[src/rtl/fifo_sc_ext.sv]
// rtl/fifo_sc_ext.sv - single-clock FIFO with width conversion, FWFT option, watermarks and sticky errors
//
// Ports:
//   clk_i, rst_i            clock, synchronous active-high reset
//   flush_i, clr_err_i      pointer/count clear, sticky error clear
//   wr_en_i, wr_data_i      write request and I_WIDTH word
//   wr_full_o, wr_free_o    no room for a write word / free space in write words
//   wr_afull_o, wr_ovf_o    almost full / sticky write-while-full
//   rd_en_i                 read request (pop)
//   rd_data_o, rd_valid_o   O_WIDTH read word and its valid
//   rd_empty_o, rd_avail_o  no complete read word / complete read words stored
//   rd_aempty_o, rd_udf_o   almost empty / sticky read-while-empty

module fifo_sc_ext #(
  parameter int I_WIDTH  = 64,
  parameter int I_DEPTH  = 32,
  parameter int O_WIDTH  = 32,
  parameter int O_DEPTH  = 64,
  parameter int FWFT     = 0,
  parameter int AF_LEVEL = 4,
  parameter int AE_LEVEL = 4
) (
  input  logic                       clk_i,
  input  logic                       rst_i,
  input  logic                       flush_i,
  input  logic                       clr_err_i,
  input  logic                       wr_en_i,
  input  logic [I_WIDTH-1:0]         wr_data_i,
  output logic                       wr_full_o,
  output logic [$clog2(I_DEPTH):0]   wr_free_o,
  output logic                       wr_afull_o,
  output logic                       wr_ovf_o,
  input  logic                       rd_en_i,
  output logic [O_WIDTH-1:0]         rd_data_o,
  output logic                       rd_valid_o,
  output logic                       rd_empty_o,
  output logic [$clog2(O_DEPTH):0]   rd_avail_o,
  output logic                       rd_aempty_o,
  output logic                       rd_udf_o
);

  // Storage is kept in units of the narrower word (one "slot"); a wide
  // word occupies several consecutive slots, lowest slice at lowest slot.
  localparam int NW  = (I_WIDTH < O_WIDTH) ? I_WIDTH : O_WIDTH;
  localparam int WS  = I_WIDTH / NW;
  localparam int RS  = O_WIDTH / NW;
  localparam int G   = (I_DEPTH > O_DEPTH) ? I_DEPTH : O_DEPTH;
  localparam int AW  = $clog2(G);
  localparam int CW  = AW + 1;
  localparam int FW  = $clog2(I_DEPTH) + 1;
  localparam int VW  = $clog2(O_DEPTH) + 1;
  localparam int WSH = $clog2(WS);
  localparam int RSH = $clog2(RS);

  logic [NW-1:0]      mem [G];
  logic [AW-1:0]      wr_ptr;
  logic [AW-1:0]      rd_ptr;
  logic [CW-1:0]      cnt;
  logic [CW-1:0]      free_words;
  logic [CW-1:0]      avail_words;
  logic [O_WIDTH-1:0] rd_word;
  logic               wr_acc;
  logic               rd_acc;

  // Slot counts convert to word counts by shifting, since ratios are powers of 2.
  assign free_words  = (CW'(G) - cnt) >> WSH;
  assign avail_words = cnt >> RSH;
  assign wr_free_o   = free_words[FW-1:0];
  assign rd_avail_o  = avail_words[VW-1:0];
  assign wr_full_o   = (wr_free_o == '0);
  assign rd_empty_o  = (rd_avail_o == '0);
  assign wr_afull_o  = (32'(wr_free_o) <= AF_LEVEL);
  assign rd_aempty_o = (32'(rd_avail_o) <= AE_LEVEL);

  // Flush swallows concurrent traffic, so it also masks acceptance.
  assign wr_acc = wr_en_i & ~wr_full_o & ~flush_i;
  assign rd_acc = rd_en_i & ~rd_empty_o & ~flush_i;

  always_comb begin
    rd_word = '0;
    for (int k = 0; k < RS; k++) begin
      rd_word[k*NW +: NW] = mem[rd_ptr + AW'(k)];
    end
  end

  always_ff @(posedge clk_i) begin
    if (wr_acc) begin
      for (int k = 0; k < WS; k++) begin
        mem[wr_ptr + AW'(k)] <= wr_data_i[k*NW +: NW];
      end
    end
  end

  always_ff @(posedge clk_i) begin
    if (rst_i || flush_i) begin
      wr_ptr <= '0;
      rd_ptr <= '0;
      cnt    <= '0;
    end else begin
      if (wr_acc) wr_ptr <= wr_ptr + AW'(WS);
      if (rd_acc) rd_ptr <= rd_ptr + AW'(RS);
      cnt <= cnt + (wr_acc ? CW'(WS) : '0) - (rd_acc ? CW'(RS) : '0);
    end
  end

  // Sticky errors: a new set in the same cycle as clr_err_i wins.
  always_ff @(posedge clk_i) begin
    if (rst_i) begin
      wr_ovf_o <= 1'b0;
      rd_udf_o <= 1'b0;
    end else begin
      if (wr_en_i && wr_full_o && !flush_i) wr_ovf_o <= 1'b1;
      else if (clr_err_i)                   wr_ovf_o <= 1'b0;
      if (rd_en_i && rd_empty_o && !flush_i) rd_udf_o <= 1'b1;
      else if (clr_err_i)                    rd_udf_o <= 1'b0;
    end
  end

  if (FWFT != 0) begin : g_fwft
    assign rd_data_o  = rd_word;
    assign rd_valid_o = ~rd_empty_o;
  end else begin : g_std
    logic [O_WIDTH-1:0] data_q;
    logic               valid_q;

    always_ff @(posedge clk_i) begin
      if (rst_i) begin
        data_q  <= '0;
        valid_q <= 1'b0;
      end else begin
        valid_q <= rd_acc;
        if (rd_acc) data_q <= rd_word;
      end
    end

    assign rd_data_o  = data_q;
    assign rd_valid_o = valid_q;
  end

endmodule

[config.mk]
export PLATFORM = sky130hd
export DESIGN_NAME = fifo_sc_ext
export DESIGN_NICKNAME = d
export VERILOG_FILES = /design/src/rtl/fifo_sc_ext.sv
export SDC_FILE = /design/constraint.sdc
export NUM_CORES = 2
export LEC_CHECK = 0
export CORE_MARGIN = 3
export CORE_UTILIZATION = 55
export DETAILED_ROUTE_END_ITERATION = 16
export PLACE_DENSITY = 0.73
export SETUP_SLACK_MARGIN = 0.2
export SYNTH_ARGS = -nofsm -noshare
export SYNTH_HDL_FRONTEND = slang
export SYNTH_SLANG_ARGS = --single-unit
[constraint.sdc]
create_clock -name clk_i -period 7 [get_ports clk_i]
set_input_delay 1.4 -clock clk_i [delete_from_list [all_inputs] [get_ports clk_i]]
set_output_delay 1.4 -clock clk_i [all_outputs]
set_load 0.01 [all_outputs]
==> After elaboration in Yosys (flattened, before gate mapping) <==
Memories as Yosys holds them, arrays and structs flattened. A register that Yosys moved wholly into a read port is not among the register bits.
Cells that the tools add are included.
Widths: inputs -> output; s select.
{ "word_totals": {"register_bits": 22, "inputBits": 70, "ramBits": 2048, "wordCells": 39, "mem_count": 1, "output_inout_bits": 52} }
{ "op_classes": {"magnitude_cmp": 2, "n_mux": 7, "n_addsub": 6, "n_bitwise": 7, "n_reduce_logical": 10} }
{ "mem_list": {"columns": ["name", "depth", "width", "read_ports", "rd_clocked_by_memory_dff", "write_ports", "line", "text"], "rows": [
  ["mem", 64, 32, 1, 1, 2, "55", "logic [NW-1:0] mem [G];"]
]} }
{ "ops": {"columns": ["operator", "count"], "rows": [
  ["$add 6x1->6 const B", 2],
  ["$add 7x2->7", 1],
  ["$le 7x3->1 const B", 1],
  ["$logic_not 7->1", 1],
  ["$sub 7x1->7", 1],
  ["$sub 7x7->7 const A", 1],
  ["$add 6x2->6 const B", 1],
  ["$le 6x3->1 const B", 1],
  ["$logic_not 6->1", 1],
  ["$mux 1", 6],
  ["$and 1x1->1", 4],
  ["$logic_and 1x1->1", 4],
  ["$reduce_bool 2->1", 2],
  ["$not 1->1", 3],
  ["$mux 2", 1],
  ["$logic_not 1->1", 1],
  ["$logic_or 1x1->1", 1]
]} }

==> Longest topological paths before layout <==
{ "logic_depth": {"word_depth": 8, "ltp_mapped": 18} }

==> Worst setup path after synthesis <==
Ideal clock, no wire load.
{ "synth_path": {"path_kind": "input -> register", "from": "input port wr_en_i", "to": "memory mem[44][0] (netlist bit) (enable)", "path_buffers": 1, "path_stages": 5, "setup_ps": 487, "t_arrival_ps": 4924, "required_time_ps": 6513, "path_slack_ps": 1589, "path_cell_list": "nor2b_1 -> and2_0 -> clkbuf_1 -> nand2_1 -> nor2_1"} }
{ "synth_rtl": {"columns": ["item", "line", "text"], "rows": [
  ["start, declared", "27", "input logic wr_en_i,"],
  ["end, declared", "55", null]
]} }

==> Worst setup path in the final report <==
{ "layout_path": {"from": "register cnt[3] (netlist: rd_avail_o[3])", "to": "output port wr_full_o"} }
{ "layout_via": {"elab_chain_len": 2} }
{ "layout_lines": {"columns": ["item", "line", "text"], "rows": [
  ["start, declared", "58", "logic [CW-1:0] cnt;"],
  ["start signal, assigned", "102", "cnt <= cnt + (wr_acc ? CW'(WS) : '0) - (rd_acc ? CW'(RS) : '0);"],
  ["$sub 7x7->7", "66", "assign free_words = (CW'(G) - cnt) >> WSH;"],
  ["$logic_not 6->1", "70", "assign wr_full_o = (wr_free_o == '0);"],
  ["end, declared", "29", "output logic wr_full_o,"]
]} }
Every way passes these cells.

==> flow_summary.yaml <==
route:
  ant_nets: 0
  wl_per_cell_um: 33.2
  vias: 40700
  routed_wl_mm: 203
  drtIter0Drc: 5522
  drc: 0
  vias_per_cell: 6.66
  firstDrtPassIters: 6
hold_path:
  hp-class: "reg -> reg"
clock_tree:
  ctsResizeCount: 0
  numCtsBuffers: 197
  htreeDepth: 4
  cts.clk_slew.worst_paths_ns: 0.06
  ctsLongestPathBuffers: 3
  holdBufCountCts: 0
  clock-sinks: 2101
  tritoncts: "done"
  post_cts_buffers: 0
  clock_latency_ns: 0.82
  cts_root_buffer: "clkbuf_16"
logic_synthesis:
  synth_cell_types: 66
  synth_warnings: 0
  yosysSeqAreaShare: 0.773
  synth_edf_count: 2048
  synth_fp_nets: 3885
  synth_cells: 3796
  ys.flop_type: "edfxtp_1"
  synth-async-reset-ratio: 0
  synth-seq-cells: 2101
  synth_area_um2: 81000
  syn_avg_cell_area_um2: 21.3
placed_design:
  gp_congestion: 0.845
  dp_cells: 5740
  io_buffers: 121
  dp_hpwl_mm: 115
global_route:
  grt_pass1_vias: 40600
  track_usage: 0.271
  grt_pass1_wl_mm: 294
  grt_max_degree: 101
  grt.overflow.total: 0
  antenna_found_initial: 9
floorplanning:
  core_area_um2: 146000
  io_pins: 122
  die_x_um: 390
  start_util: 0.555
  rows: 140
  die_area_um2: 152000
  die_h_um: 390
critical_path:
  startpoint_type: "flop"
  endpoint_kind: "primary output"
  worstPathArrival_ns: 2.98
  worst-path-buf-inv: 4
  crit_top_cell: "inv_1"
  critPathMaxFanout: 6
  slowest_stage: "clkdlybuf4s50_1"
  path_class: "reg -> out"
  critPathTopFamily: "buffers and inverters"
  cp_slowest_stage_delay_ns: 0.54
  cp_cell_sequence: "inv_1 -> ha_1 -> nor4b_1 -> xnor2_1 -> o2111ai_1 -> buf_4 -> inv_1 -> clkdlybuf4s50_1"
  cp.required_ns: 5.60
final_layout:
  fin_cells: 6110
  finalNetCount: 4111
  drive_gt1_frac: 0.233
  utilization: 0.622
  area_delta_synth_final_pct: 12.0
sta:
  final-setup-viol-count: 0
  layout_min_cycle_time_ns: 4.38
  final-hold-violation-count: 0
  max_slew_margin: 0.104
  max_freq_mhz: 228
  fin_worst_skew_ns: 0.0312
  tightest_slew_ns: 1.34
  final.setup.tns_ns: 0
  final-max-slew-violation-count: 0
  fin_crit_sh: 0.626
  rsz0062_at_grt: "false"
pwr:
  leakage_nw: 27.2
  peakVddDrop_uv: 268
  cellPowerDensity_nw_per_um2: 288
job:
  drv_cap: 0
outcome:
  run_status: "finished, final reports clean"
## logic make-up (layout without fill, tap and decap cells)
| kind of cell | Yosys count | after routing | share of synthesized area |
|---|---|---|---|
| and+or+nand+nor | 377 | 377 | 0.0218 |
| buffers and inverters | 237 | 631 | 0.0185 |
| AOI/OAI and AO/OA | 380 | 380 | 0.0330 |
| adders and majority gates | 19 | 19 | 0.00303 |
| other | 0 | 3 | 0 |
| DFF | 2101 | 2101 | 0.773 |
| xor gates and xnor gates | 17 | 17 | 0.00184 |
| muxes | 665 | 665 | 0.149 |
## worst paths after layout
| kind | startpoint | endpoint | slack (ns) | cells after the start |
|---|---|---|---|---|
| max | rd_avail_o[3] | wr_full_o | 2.62 | 8 |
| min | rd_data_o[9] | rd_data_o[9] | 0.60 | 1 |
| max reg2reg | rd_avail_o[3] | mem[2][18] | 2.85 | 10 |
| min reg2reg | rd_data_o[9] | rd_data_o[9] | 0.60 | 1 |
## cells in the mapped netlist, types with 9 or more instances
cell / number / area [um2]
a2111oi_0: 14 / 123
a2111oi_2: 9 / 135
a211oi_1: 41 / 308
a21oi_1: 44 / 220
a221o_1: 15 / 150
a22oi_1: 44 / 330
a311oi_1: 17 / 149
buf_1: 9 / 33.8
buf_2: 40 / 200
buf_4: 55 / 413
buf_6: 40 / 450
clkbuf_1: 64 / 240
dfxtp_1: 53 / 1060
edfxtp_1: 2048 / 61500
ha_1: 18 / 225
inv_1: 23 / 86.3
mux2_2: 34 / 383
mux2i_1: 201 / 2010
mux4_2: 430 / 9680
nand2_1: 92 / 345
nand2b_1: 21 / 131
nand3_1: 29 / 145
nor2_1: 138 / 518
nor2b_1: 33 / 206
nor3_1: 16 / 80.1
nor4_1: 17 / 106
o21ai_0: 68 / 340
o22ai_1: 77 / 482
o31ai_1: 12 / 90.1
xnor2_1: 11 / 96.3
## stage by stage
| step | cell area [um2] | total power, mW | hold WS [ns] | worst slack, ns |
|---|---|---|---|---|
| after floorplan | 81000 | 15.2 | 0.504 | 1.59 |
| after global placement | 84400 | 16.0 | 0.561 | 2.23 |
| after detailed placement | 84400 | 16.0 | 0.582 | 2.21 |
| after CTS | 90700 | 26.2 | 0.598 | 2.55 |
| after global routing | 90700 | 26.8 | 0.603 | 2.41 |
| final | 90700 | 26.1 | 0.596 | 2.62 |
## flip-flops by register name, indices dropped and copies added, names as in the netlist
register / flops
rd_avail_o: 7
wr_ovf_o: 1
rd_ptr: 6
rd_udf_o: 1
mem: 2048
rd_valid_o: 1
wr_ptr: 5
rd_data_o: 32
## report_power, final
part	leakage, nW	switching, mW	total [mW]	internal (mW)
combinational	5.31	1.02	1.73	0.712
sequential	18.9	0.100	14.0	13.9
clock	3.08	4.51	10.4	5.87
total	27.2	5.63	26.1	20.5
## worst register-to-register path, delay by kind of cell (launching register included)
family,cells,cell delay (ns)
adders and majority gates,1,0.18
xor gates and xnor gates,1,0.16
and+or+nand+nor,4,2.16
buffers and inverters,3,0.70
DFF,1,0.37
AOI/OAI and AO/OA,1,0.11
## per-layer routing
metal | up-vias | part of all wire | track usage
met5 | - | 0.00033 | 0
met4 | 4 | 0.029 | 0.0809
met3 | 353 | 0.12 | 0.0635
met2 | 2697 | 0.48 | 0.424
met1 | 21400 | 0.37 | 0.387
li1 | 16300 | - | -
## cells in the final DEF, fill, tap and decap left out, types with 34 or more instances in the layout
cell and instances:
a211oi_1 41, a21oi_1 44, a22oi_1 44, buf_2 43, buf_4 95, clkbuf_1 47, clkbuf_16 202, clkdlybuf4s50_1 78
clkinv_1 40, clkinv_2 41, dfxtp_1 48, edfxtp_1 2048, mux2_2 34, mux2i_1 201, mux4_2 430, nand2_1 91
nor2_1 106, o21ai_0 68, o22ai_1 77
## layout make-up
class | count | area (um2)
flip-flops and latches | 2101 | 62600
fillers | 9608 | 55200
multi-input cells | 1458 | 17200
clock buffers | 259 | 5370
well taps | 1917 | 2400
repair buffers | 240 | 2190
clock inverters | 108 | 905
inverters | 24 | 92.6
diodes | 3 | 7.51
(Power assumes the default switching activity.)
